**src/rtl/vga_rd_ctrl_pkg.sv**
```systemverilog
// Shared definitions for the VGA frame read controller.
//   - FSM state encoding
//   - default frame geometry (matches the VGA timing defaults)
//   - default frame bank base addresses and burst length
//   - read length width and the burst-length clipping helper
package vga_rd_ctrl_pkg;

    localparam int unsigned H_ACT_DEF      = 1280;
    localparam int unsigned V_ACT_DEF      = 720;
    localparam int unsigned BURST_LEN_DEF  = 64;
    localparam int unsigned ADDR_W_DEF     = 24;
    localparam logic [23:0] BANK0_BASE_DEF = 24'h000000;
    localparam logic [23:0] BANK1_BASE_DEF = 24'h100000;

    // rd_len must hold 1..256
    localparam int unsigned LEN_W = 9;

    typedef enum logic [2:0] {
        ST_IDLE  = 3'd0,
        ST_ARM   = 3'd1,
        ST_CHECK = 3'd2,
        ST_REQ   = 3'd3,
        ST_DATA  = 3'd4
    } rd_state_e;

    // Length of the next burst: a full burst, or whatever is left of the frame.
    function automatic logic [LEN_W-1:0] clip_len(input logic [31:0] remaining,
                                                  input logic [31:0] burst);
        logic [LEN_W-1:0] len;
        if (remaining < burst) begin
            len = remaining[LEN_W-1:0];
        end else begin
            len = burst[LEN_W-1:0];
        end
        return len;
    endfunction

endpackage

```
**src/rtl/vga_rd_bank_sel.sv**
```systemverilog
// Ping-pong bank tracker for the frame read controller.
// Remembers the most recently completed write bank and whether any frame has
// been completed at all; the displayed bank is only updated when the read
// FSM arms a new frame, so write completions mid-frame never disturb it.
// Ports:
//   clk, rst_n        clock, asynchronous active-low reset
//   wr_frame_done_i   write side finished a frame (one-cycle pulse)
//   wr_bank_i         bank just completed, sampled with wr_frame_done_i
//   arm_i             read FSM is arming a new frame
//   last_bank_o       most recently completed bank
//   bank_valid_o      at least one frame completed since reset
//   rd_bank_o         bank currently being displayed
module vga_rd_bank_sel
    import vga_rd_ctrl_pkg::*;
(
    input  logic clk,
    input  logic rst_n,
    input  logic wr_frame_done_i,
    input  logic wr_bank_i,
    input  logic arm_i,
    output logic last_bank_o,
    output logic bank_valid_o,
    output logic rd_bank_o
);

    logic last_bank_q, last_bank_d;
    logic bank_valid_q, bank_valid_d;
    logic rd_bank_q, rd_bank_d;

    // Next-state for the completed-bank record and the displayed bank.
    always_comb begin
        last_bank_d  = last_bank_q;
        bank_valid_d = bank_valid_q;
        rd_bank_d    = rd_bank_q;
        if (wr_frame_done_i) begin
            last_bank_d  = wr_bank_i;
            bank_valid_d = 1'b1;
        end else begin
            last_bank_d  = last_bank_q;
            bank_valid_d = bank_valid_q;
        end
        // Uses the registered last bank, so a completion in the arm cycle
        // applies to the following frame.
        if (arm_i) begin
            rd_bank_d = last_bank_q;
        end else begin
            rd_bank_d = rd_bank_q;
        end
    end

    // Bank state registers.
    always_ff @(posedge clk or negedge rst_n) begin
        if (!rst_n) begin
            last_bank_q  <= 1'b0;
            bank_valid_q <= 1'b0;
            rd_bank_q    <= 1'b0;
        end else begin
            last_bank_q  <= last_bank_d;
            bank_valid_q <= bank_valid_d;
            rd_bank_q    <= rd_bank_d;
        end
    end

    assign last_bank_o  = last_bank_q;
    assign bank_valid_o = bank_valid_q;
    assign rd_bank_o    = rd_bank_q;

endmodule

```
**src/rtl/vga_rd_ctrl.sv**
```systemverilog
// Frame read controller feeding the VGA output stage.
// Issues burst reads to the SDRAM arbiter for the most recently completed
// frame bank and forwards returned RGB565 words to the VGA stage, one clock
// after they arrive. A new burst is only requested while the VGA FIFO asks
// for data (rdy); a burst in flight always runs to completion.
// Ports:
//   clk, rst_n          pixel clock, asynchronous active-low reset
//   rdy                 VGA FIFO wants data (sampled between bursts only)
//   frame_start         start of a VGA frame; restarts a frame in progress
//   wr_frame_done/bank  write side completed a frame into wr_bank
//   rd_req/addr/len     burst request, held until rd_ack
//   rd_ack              arbiter accepted the request
//   rd_data/_vld        returned read beats
//   dout/dout_vld       pixel stream to the VGA stage
//   rd_bank             bank being displayed
//   frame_busy          current frame still has pixels to fetch
module vga_rd_ctrl
    import vga_rd_ctrl_pkg::*;
#(
    parameter int unsigned H_ACT      = H_ACT_DEF,
    parameter int unsigned V_ACT      = V_ACT_DEF,
    parameter int unsigned BURST_LEN  = BURST_LEN_DEF,
    parameter int unsigned ADDR_W     = ADDR_W_DEF,
    parameter logic [ADDR_W-1:0] BANK0_BASE = ADDR_W'(BANK0_BASE_DEF),
    parameter logic [ADDR_W-1:0] BANK1_BASE = ADDR_W'(BANK1_BASE_DEF)
) (
    input  logic              clk,
    input  logic              rst_n,
    input  logic              rdy,
    input  logic              frame_start,
    input  logic              wr_frame_done,
    input  logic              wr_bank,
    output logic              rd_req,
    output logic [ADDR_W-1:0] rd_addr,
    output logic [LEN_W-1:0]  rd_len,
    input  logic              rd_ack,
    input  logic [15:0]       rd_data,
    input  logic              rd_data_vld,
    output logic [15:0]       dout,
    output logic              dout_vld,
    output logic              rd_bank,
    output logic              frame_busy
);

    localparam int unsigned TOTAL = H_ACT * V_ACT;
    localparam int unsigned REM_W = $clog2(TOTAL + 1);

    rd_state_e         state_q, state_d;
    logic [ADDR_W-1:0] addr_q, addr_d;
    logic [REM_W-1:0]  rem_q, rem_d;
    logic [LEN_W-1:0]  len_q, len_d;
    logic [LEN_W-1:0]  beat_q, beat_d;
    logic              req_q, req_d;
    logic              busy_q, busy_d;
    logic              restart_q, restart_d;
    logic [15:0]       dout_q, dout_d;
    logic              dout_vld_q, dout_vld_d;

    logic              arm_s;
    logic              last_bank_s;
    logic              bank_valid_s;
    logic [LEN_W-1:0]  beat_inc_s;

    assign arm_s = (state_q == ST_ARM);

    vga_rd_bank_sel u_bank_sel (
        .clk             (clk),
        .rst_n           (rst_n),
        .wr_frame_done_i (wr_frame_done),
        .wr_bank_i       (wr_bank),
        .arm_i           (arm_s),
        .last_bank_o     (last_bank_s),
        .bank_valid_o    (bank_valid_s),
        .rd_bank_o       (rd_bank)
    );

    // Read FSM next-state, burst bookkeeping and pixel forwarding.
    always_comb begin
        state_d    = state_q;
        addr_d     = addr_q;
        rem_d      = rem_q;
        len_d      = len_q;
        beat_d     = beat_q;
        req_d      = req_q;
        busy_d     = busy_q;
        restart_d  = restart_q;
        dout_d     = dout_q;
        dout_vld_d = 1'b0;
        beat_inc_s = beat_q + 9'd1;

        // A frame start while a frame is underway is remembered and acted
        // on at the next burst boundary; CHECK consumes it directly below.
        if (frame_start && (state_q != ST_IDLE)) begin
            restart_d = 1'b1;
        end else begin
            restart_d = restart_q;
        end

        case (state_q)
            ST_IDLE: begin
                if (frame_start && bank_valid_s) begin
                    state_d = ST_ARM;
                end else begin
                    state_d = ST_IDLE;
                end
            end
            ST_ARM: begin
                addr_d  = last_bank_s ? BANK1_BASE : BANK0_BASE;
                rem_d   = REM_W'(TOTAL);
                busy_d  = 1'b1;
                state_d = ST_CHECK;
            end
            ST_CHECK: begin
                if (restart_q || frame_start) begin
                    restart_d = 1'b0;
                    state_d   = ST_ARM;
                end else if (rem_q == '0) begin
                    busy_d  = 1'b0;
                    state_d = ST_IDLE;
                end else if (rdy) begin
                    len_d   = clip_len(32'(rem_q), 32'(BURST_LEN));
                    req_d   = 1'b1;
                    state_d = ST_REQ;
                end else begin
                    state_d = ST_CHECK;
                end
            end
            ST_REQ: begin
                if (rd_ack) begin
                    req_d   = 1'b0;
                    beat_d  = '0;
                    state_d = ST_DATA;
                end else begin
                    state_d = ST_REQ;
                end
            end
            ST_DATA: begin
                dout_d     = rd_data;
                dout_vld_d = rd_data_vld;
                if (rd_data_vld) begin
                    if (beat_inc_s == len_q) begin
                        addr_d  = addr_q + ADDR_W'(len_q);
                        rem_d   = rem_q - REM_W'(len_q);
                        beat_d  = '0;
                        state_d = ST_CHECK;
                    end else begin
                        beat_d = beat_inc_s;
                    end
                end else begin
                    beat_d = beat_q;
                end
            end
            default: begin
                req_d   = 1'b0;
                busy_d  = 1'b0;
                state_d = ST_IDLE;
            end
        endcase
    end

    // FSM, counters and output registers.
    always_ff @(posedge clk or negedge rst_n) begin
        if (!rst_n) begin
            state_q    <= ST_IDLE;
            addr_q     <= '0;
            rem_q      <= '0;
            len_q      <= '0;
            beat_q     <= '0;
            req_q      <= 1'b0;
            busy_q     <= 1'b0;
            restart_q  <= 1'b0;
            dout_q     <= 16'h0000;
            dout_vld_q <= 1'b0;
        end else begin
            state_q    <= state_d;
            addr_q     <= addr_d;
            rem_q      <= rem_d;
            len_q      <= len_d;
            beat_q     <= beat_d;
            req_q      <= req_d;
            busy_q     <= busy_d;
            restart_q  <= restart_d;
            dout_q     <= dout_d;
            dout_vld_q <= dout_vld_d;
        end
    end

    assign rd_req     = req_q;
    assign rd_addr    = addr_q;
    assign rd_len     = len_q;
    assign dout       = dout_q;
    assign dout_vld   = dout_vld_q;
    assign frame_busy = busy_q;

endmodule

```
**config.mk**
```make
export PLATFORM = sky130hd
export DESIGN_NAME = vga_rd_ctrl
export DESIGN_NICKNAME = d
export VERILOG_FILES = /design/src/rtl/vga_rd_ctrl_pkg.sv /design/src/rtl/vga_rd_bank_sel.sv /design/src/rtl/vga_rd_ctrl.sv
export SDC_FILE = /design/constraint.sdc
export NUM_CORES = 1
export LEC_CHECK = 0
export ABC_CLOCK_PERIOD_IN_PS = 3400
export BUFFER_PORTS_ARGS = -buffer_cell sky130_fd_sc_hd__buf_2
export CAP_MARGIN = 10
export CORE_MARGIN = 1.5
export CORE_UTILIZATION = 40
export CTS_CLUSTER_SIZE = 14
export DETAILED_ROUTE_END_ITERATION = 16
export PLACE_DENSITY = 0.71
export SYNTH_ARGS = -nofsm -noshare
export SYNTH_HDL_FRONTEND = slang
export SYNTH_SLANG_ARGS = --single-unit
```
**constraint.sdc**
```tcl
create_clock -name clk -period 3.4 [get_ports clk]
set_clock_uncertainty 0.15 [all_clocks]
set_input_delay 0.17 -clock clk [delete_from_list [all_inputs] [get_ports clk]]
set_output_delay 0.17 -clock clk [all_outputs]
set_load 0.02 [all_outputs]
```
# Word level (Yosys, flattened, before mapping)
# Cells that the tools add are included.
[classes] add_sub_neg=3 mul=0 n_div=0 magnitude_cmp=1 n_eq_ne=12 shifts=0 mux=32 bitwise=4 reduce_logical=16
[ops] cell="$mux 24" count=2
[ops] cell="$pmux 24 s2" count=1
[ops] cell="$mux 20" count=2
[ops] cell="$pmux 20 s2" count=1
[ops] cell="$mux 9" count=4
[ops] cell="$add 24x9->24" count=1
[ops] cell="$mux 21" count=1
[ops] cell="$logic_not 20->1" count=1
[ops] cell="$lt 20x7->1 const B" count=1
[ops] cell="$sub 20x9->20" count=1
[ops] cell="$pmux 9 s2" count=1
[ops] cell="$pmux 3 s5" count=1
[ops] cell="$ne 2x2->1 const B" count=7
[ops] cell="$mux 1" count=12
[ops] cell="$add 9x1->9 const B" count=1
[ops] cell="$eq 9x9->1" count=1
[ops] cell="$mux 3" count=3
[ops] cell="$reduce_and 3->1" count=3
[ops] cell="$eq 3x2->1 const B" count=2
[ops] cell="$pmux 1 s3" count=2
[ops] cell="$reduce_or 3->1" count=2
[ops] cell="$reduce_and 5->1" count=1
[ops] cell="$mux 2" count=2
[ops] cell="$not 1->1" count=4
[ops] cell="9 further kinds" count=11
[totals] register_bits=88 latch_bits=0 mem_bits_rw=0 mem_bits_ro=0 inputBits=24 out_inout_bits=53 mem_count=0

# Depth between registers and ports, before layout
[depth] ltp_word=5 depth_mapped=11

# Modules after synthesis
# From an unflattened synthesis, not the netlist that was laid out.
[hier_totals] cells_unflattened=557 hier_area_um2=5063.6
[by_module_without_submodules] module="vga_rd_ctrl" instances=1 cells_each=551 area_per_inst_um2=4952.2
[by_module_without_submodules] module="vga_rd_bank_sel" instances=1 cells_each=6 area_per_inst_um2=111.4

# Least setup slack after synthesis
# Ideal clock, no wire load.
[synth_timing] path_kind="register -> register" start="register beat_q[0]" end="register addr_q[20], in the netlist rd_addr[20]" setup_ps=123 t_arrival_ps=2603 required_time_ps=3127 path_slack_ps=524 stages_incl_launch_ff=10 n_path_buf=1 synth_period_minus_slack_ps=2876 path_cell_list="dfrtp_1 ha_1 and2_4 and4_4 xor2_1 a2111oi_2 nand4_4 buf_2 a2111o_1 o221a_2"
[synth_between] elab_chain_cells=4
[synth_rtl] element="start: declaration" line="vga_rd_ctrl.sv:52" source="logic [LEN_W-1:0] beat_q, beat_d;"
[synth_rtl] element="start signal: assignment" line="vga_rd_ctrl.sv:179" source="beat_q <= beat_d;"
[synth_rtl] element="$add 9x1->9" line="vga_rd_ctrl.sv:89" source="beat_inc_s = beat_q + 9'd1;"
[synth_rtl] element="$eq 9x9->1" line="vga_rd_ctrl.sv:141" source="if (beat_inc_s == len_q) begin"
[synth_rtl] element="$ne 2x2->1 (no line)"
[synth_rtl] element="$reduce_and 3->1 (no line)"
[synth_rtl] element="end signal: assignment" line="vga_rd_ctrl.sv:176" source="addr_q <= addr_d;"
[synth_rtl] element="end: declaration" line="vga_rd_ctrl.sv:49" source="logic [ADDR_W-1:0] addr_q, addr_d;"
# No other way between the ends.
# A chain may end at the register's enable or synchronous reset.

# Final worst setup path
# Same ends and word-level chain as after synthesis.

==> results.toml <==
[grt]
grt_pass1_wl_um = 21700
grt_overflow = 0
grt_max_degree = 48
grtUsageTotal = 0.204
grt_pass1_vias = 4481
antenna_found_initial = 0

[yosys]
synth.net_count = 613
async_flop_share = 1.00
synth_edf_count = 0
synth_cells = 568
ys_seq_area_frac = 0.428
synth-seq-cells = 88
ys_warn_count = 0
avgSynthCellArea_um2 = 9.06
synth_top_flop_cell = "dfrtp_1"
netlist_area_um2 = 5140
synthDistinctLibCells = 61

[cells_and_area]
fin_util = 0.497
syn_to_final_growth_pct = 21.4
layout-drive-gt1-share = 0.187
final_area_um2 = 6250
diodes = 0
finalNetCount = 704

[sta]
timing.slew.headroom = 0.265
fin_tns_setup_ps = 0
maxSlewViolCount = 0
fin_crit_sh = 0.927
setup_viol = 0
hold_violations = 0
tightest_slew_ps = 1100
max_freq_ghz = 0.317
rsz0062_at_grt = "no"
post-route-min-period_ps = 3150

[placement]
io_buffers = 76
post_dp_cell_area_um2 = 5720
gp_congestion = 0.856
dp_hpwl_um = 9020

[clock_network]
clockRootBuffer = "clkbuf_16"
clk_pin_slew_ps = 70
worstSkewPairLatency_ps = 350
cts_tree = "yes"
cts_made_buffers = 9
postCtsSetupBuffers = 0
clock-sinks = 88
clockBufferDepth = 2
cts-htree-levels = 3

[floorplan]
fp.dieW_um = 116
initial_utilization = 0.409
rows = 41
core_um2 = 12600
pin_count = 77
dieArea_um2 = 13600
die_y_um = 116

[routing]
drc = 0
dr.pass1.iters = 7
vias = 4649
ant_nets = 0
wl_per_cell_um = 15.6
viasPerCell = 5.56
drt_iter0_markers = 401
drt-total-wl_um = 13100

[setup_path]
cp.arrival_ps = 3250
crit_path_end_kind = "flop"
criticalPathCategory = "flop to flop"
cp.required_ps = 3500
crit_path_start_kind = "flop"
crit_fanout = 30

[outcome]
status = "finished clean"

[power]
power.density_nw_per_um2 = 773
p_leak_nw = 2.93
ir_drop_uv = 364

[min_path]
holdCritPathClass = "input port to flop"

[job]
maxCapViolations = 0
[cell type report]
| class | instances | area, um2 |
|---|---|---|
| sequential | 88 | 2200 |
| tap | 172 | 215 |
| fill | 1146 | 6320 |
| clock inverter | 7 | 80.1 |
| multi-input combinational | 430 | 2750 |
| inverter | 19 | 71.3 |
| timing repair buffer | 111 | 701 |
| clock buffer | 9 | 225 |
[path summary, 6_finish.rpt]
kind | from | end | slack, ps | depth (start not counted)
worst max register to register | beat_q[0]$_DFFE_PN0P_ | rd_addr[20]$_DFFE_PN0P_ | 250 | 10
worst min register to register | dout[5]$_DFFE_PN0P_ | dout[5]$_DFFE_PN0P_ | 320 | 2
max in group asynchronous | rst_n | rem_q[12]$_DFFE_PN0P_ | 2150 | 3
min in group asynchronous | rst_n | dout[11]$_DFFE_PN0P_ | 190 | 2
worst max-delay path | beat_q[0]$_DFFE_PN0P_ | rd_addr[20]$_DFFE_PN0P_ | 250 | 10
worst min-delay path | rd_data_vld | dout_vld$_DFF_PN0_ | 30 | 3
[cell families after synthesis]
kind of cell | Yosys count | share of synthesized area
XOR/XNOR | 22 | 0.0375
AO/OA/AOI/OAI | 129 | 0.178
multiplexers | 8 | 0.0161
AND/OR/NAND/NOR | 250 | 0.248
adder cells (fa/ha/maj) | 21 | 0.0540
flip-flops | 88 | 0.428
buffers and inverters | 50 | 0.0389
[power by group]
group          switching (mW)  internal [mW]  total, mW  leakage [nW]
clock network           0.449          0.577       1.03         0.136
logic                    1.38          0.826       2.21          1.66
registers               0.279           1.31       1.59          1.13
[critical path, stage by stage, from the launching register on]
cell and delay, ps:
dfrtp_1 420, ha_1 290, and2_4 200, and4_4 210
xor2_1 150, a2111oi_2 350, buf_4 190, nand4_4 220
buf_4 310, a2111o_1 430, o221a_2 120
[cell usage in the layout (no fill, tap or decap), drive strengths merged, types with 4 or more instances in the layout]
cell / instances
o41ai: 5
a21oi: 27
nand2b: 16
nand4: 10
inv: 21
dlygate4sd3: 22
nand2: 100
o21a: 5
clkinvlp: 4
xnor2: 16
or4: 18
o31ai: 14
nor2: 23
and3: 8
a21o: 6
o211ai: 18
mux2i: 6
dfrtp: 88
xor2: 6
a2111oi: 6
buf: 89
ha: 19
a211oi: 4
and2: 8
a31oi: 9
nand3: 38
clkbuf: 9
o21ai: 19
nor3: 9
[metal layers]
| layer | part of all wire | global-route usage | up-vias |
|---|---|---|---|
| met5 | 0 | 0 | - |
| li1 | - | - | 2244 |
| met1 | 0.44 | 0.257 | 2262 |
| met4 | 0.019 | 0.0732 | 0 |
| met2 | 0.49 | 0.346 | 122 |
| met3 | 0.050 | 0.0451 | 21 |
[state kept, by name (all words and copies together) (netlist names)]
name and flops:
restart_q 1, frame_busy 1, state_q 3, u_bank_sel.rd_bank_o 1, rem_q 20, u_bank_sel.bank_valid_o 1, dout 16, rd_addr 24
rd_len 9, dout_vld 1, rd_req 1, u_bank_sel.last_bank_o 1, beat_q 9
[what timing repair did]
action                     CTS  global route
hold buffers                22             0
hold endpoints to repair    60             0
resized for setup            0             1
setup endpoints to repair    0             4
[cell usage after synthesis (2+ instances only)]
master	count	area [um2]
xor2_1	6	52.6
mux2i_1	6	60.1
nand2b_1	16	100
a21o_1	6	45.0
a31oi_1	9	56.3
a21oi_1	27	135
o211ai_1	18	135
nor2b_1	2	12.5
and2_4	2	17.5
nor3b_1	2	15.0
nand2_1	100	375
nor4_1	3	18.8
a2111oi_1	2	20.0
o41ai_1	4	35.0
nand3_1	38	190
inv_1	19	71.3
nor4b_1	2	17.5
or4_1	18	135
and4_1	2	17.5
nand4_1	9	56.3
ha_1	19	238
buf_1	3	11.3
xnor2_1	16	140
mux2_2	2	22.5
o21ai_0	19	95.1
a211oi_1	4	30.0
and3_1	7	43.8
o31ai_1	14	105
a22o_1	3	26.3
a2111oi_0	2	17.5
o311ai_0	3	26.3
nor2_1	22	82.6
and2_1	6	37.5
o21a_1	5	37.5
or3_1	3	18.8
or2_2	3	18.8
fa_1	2	40.0
clkbuf_1	25	93.8
nor3_1	9	45.0
dfrtp_1	88	2200
a211o_1	2	17.5
[through the flow]
stage               hold WS, ps  cells  power, mW  setup WS, ps
floorplan                  -276    568       3.16           524
global placement           32.4    798       3.71           343
detailed placement         42.3    798       3.78           265
CTS                        13.2    836       4.85           222
global route               70.0    836       5.20          87.5
finish                     33.4    836       4.83           250
Power figures use the tool's default switching activity.
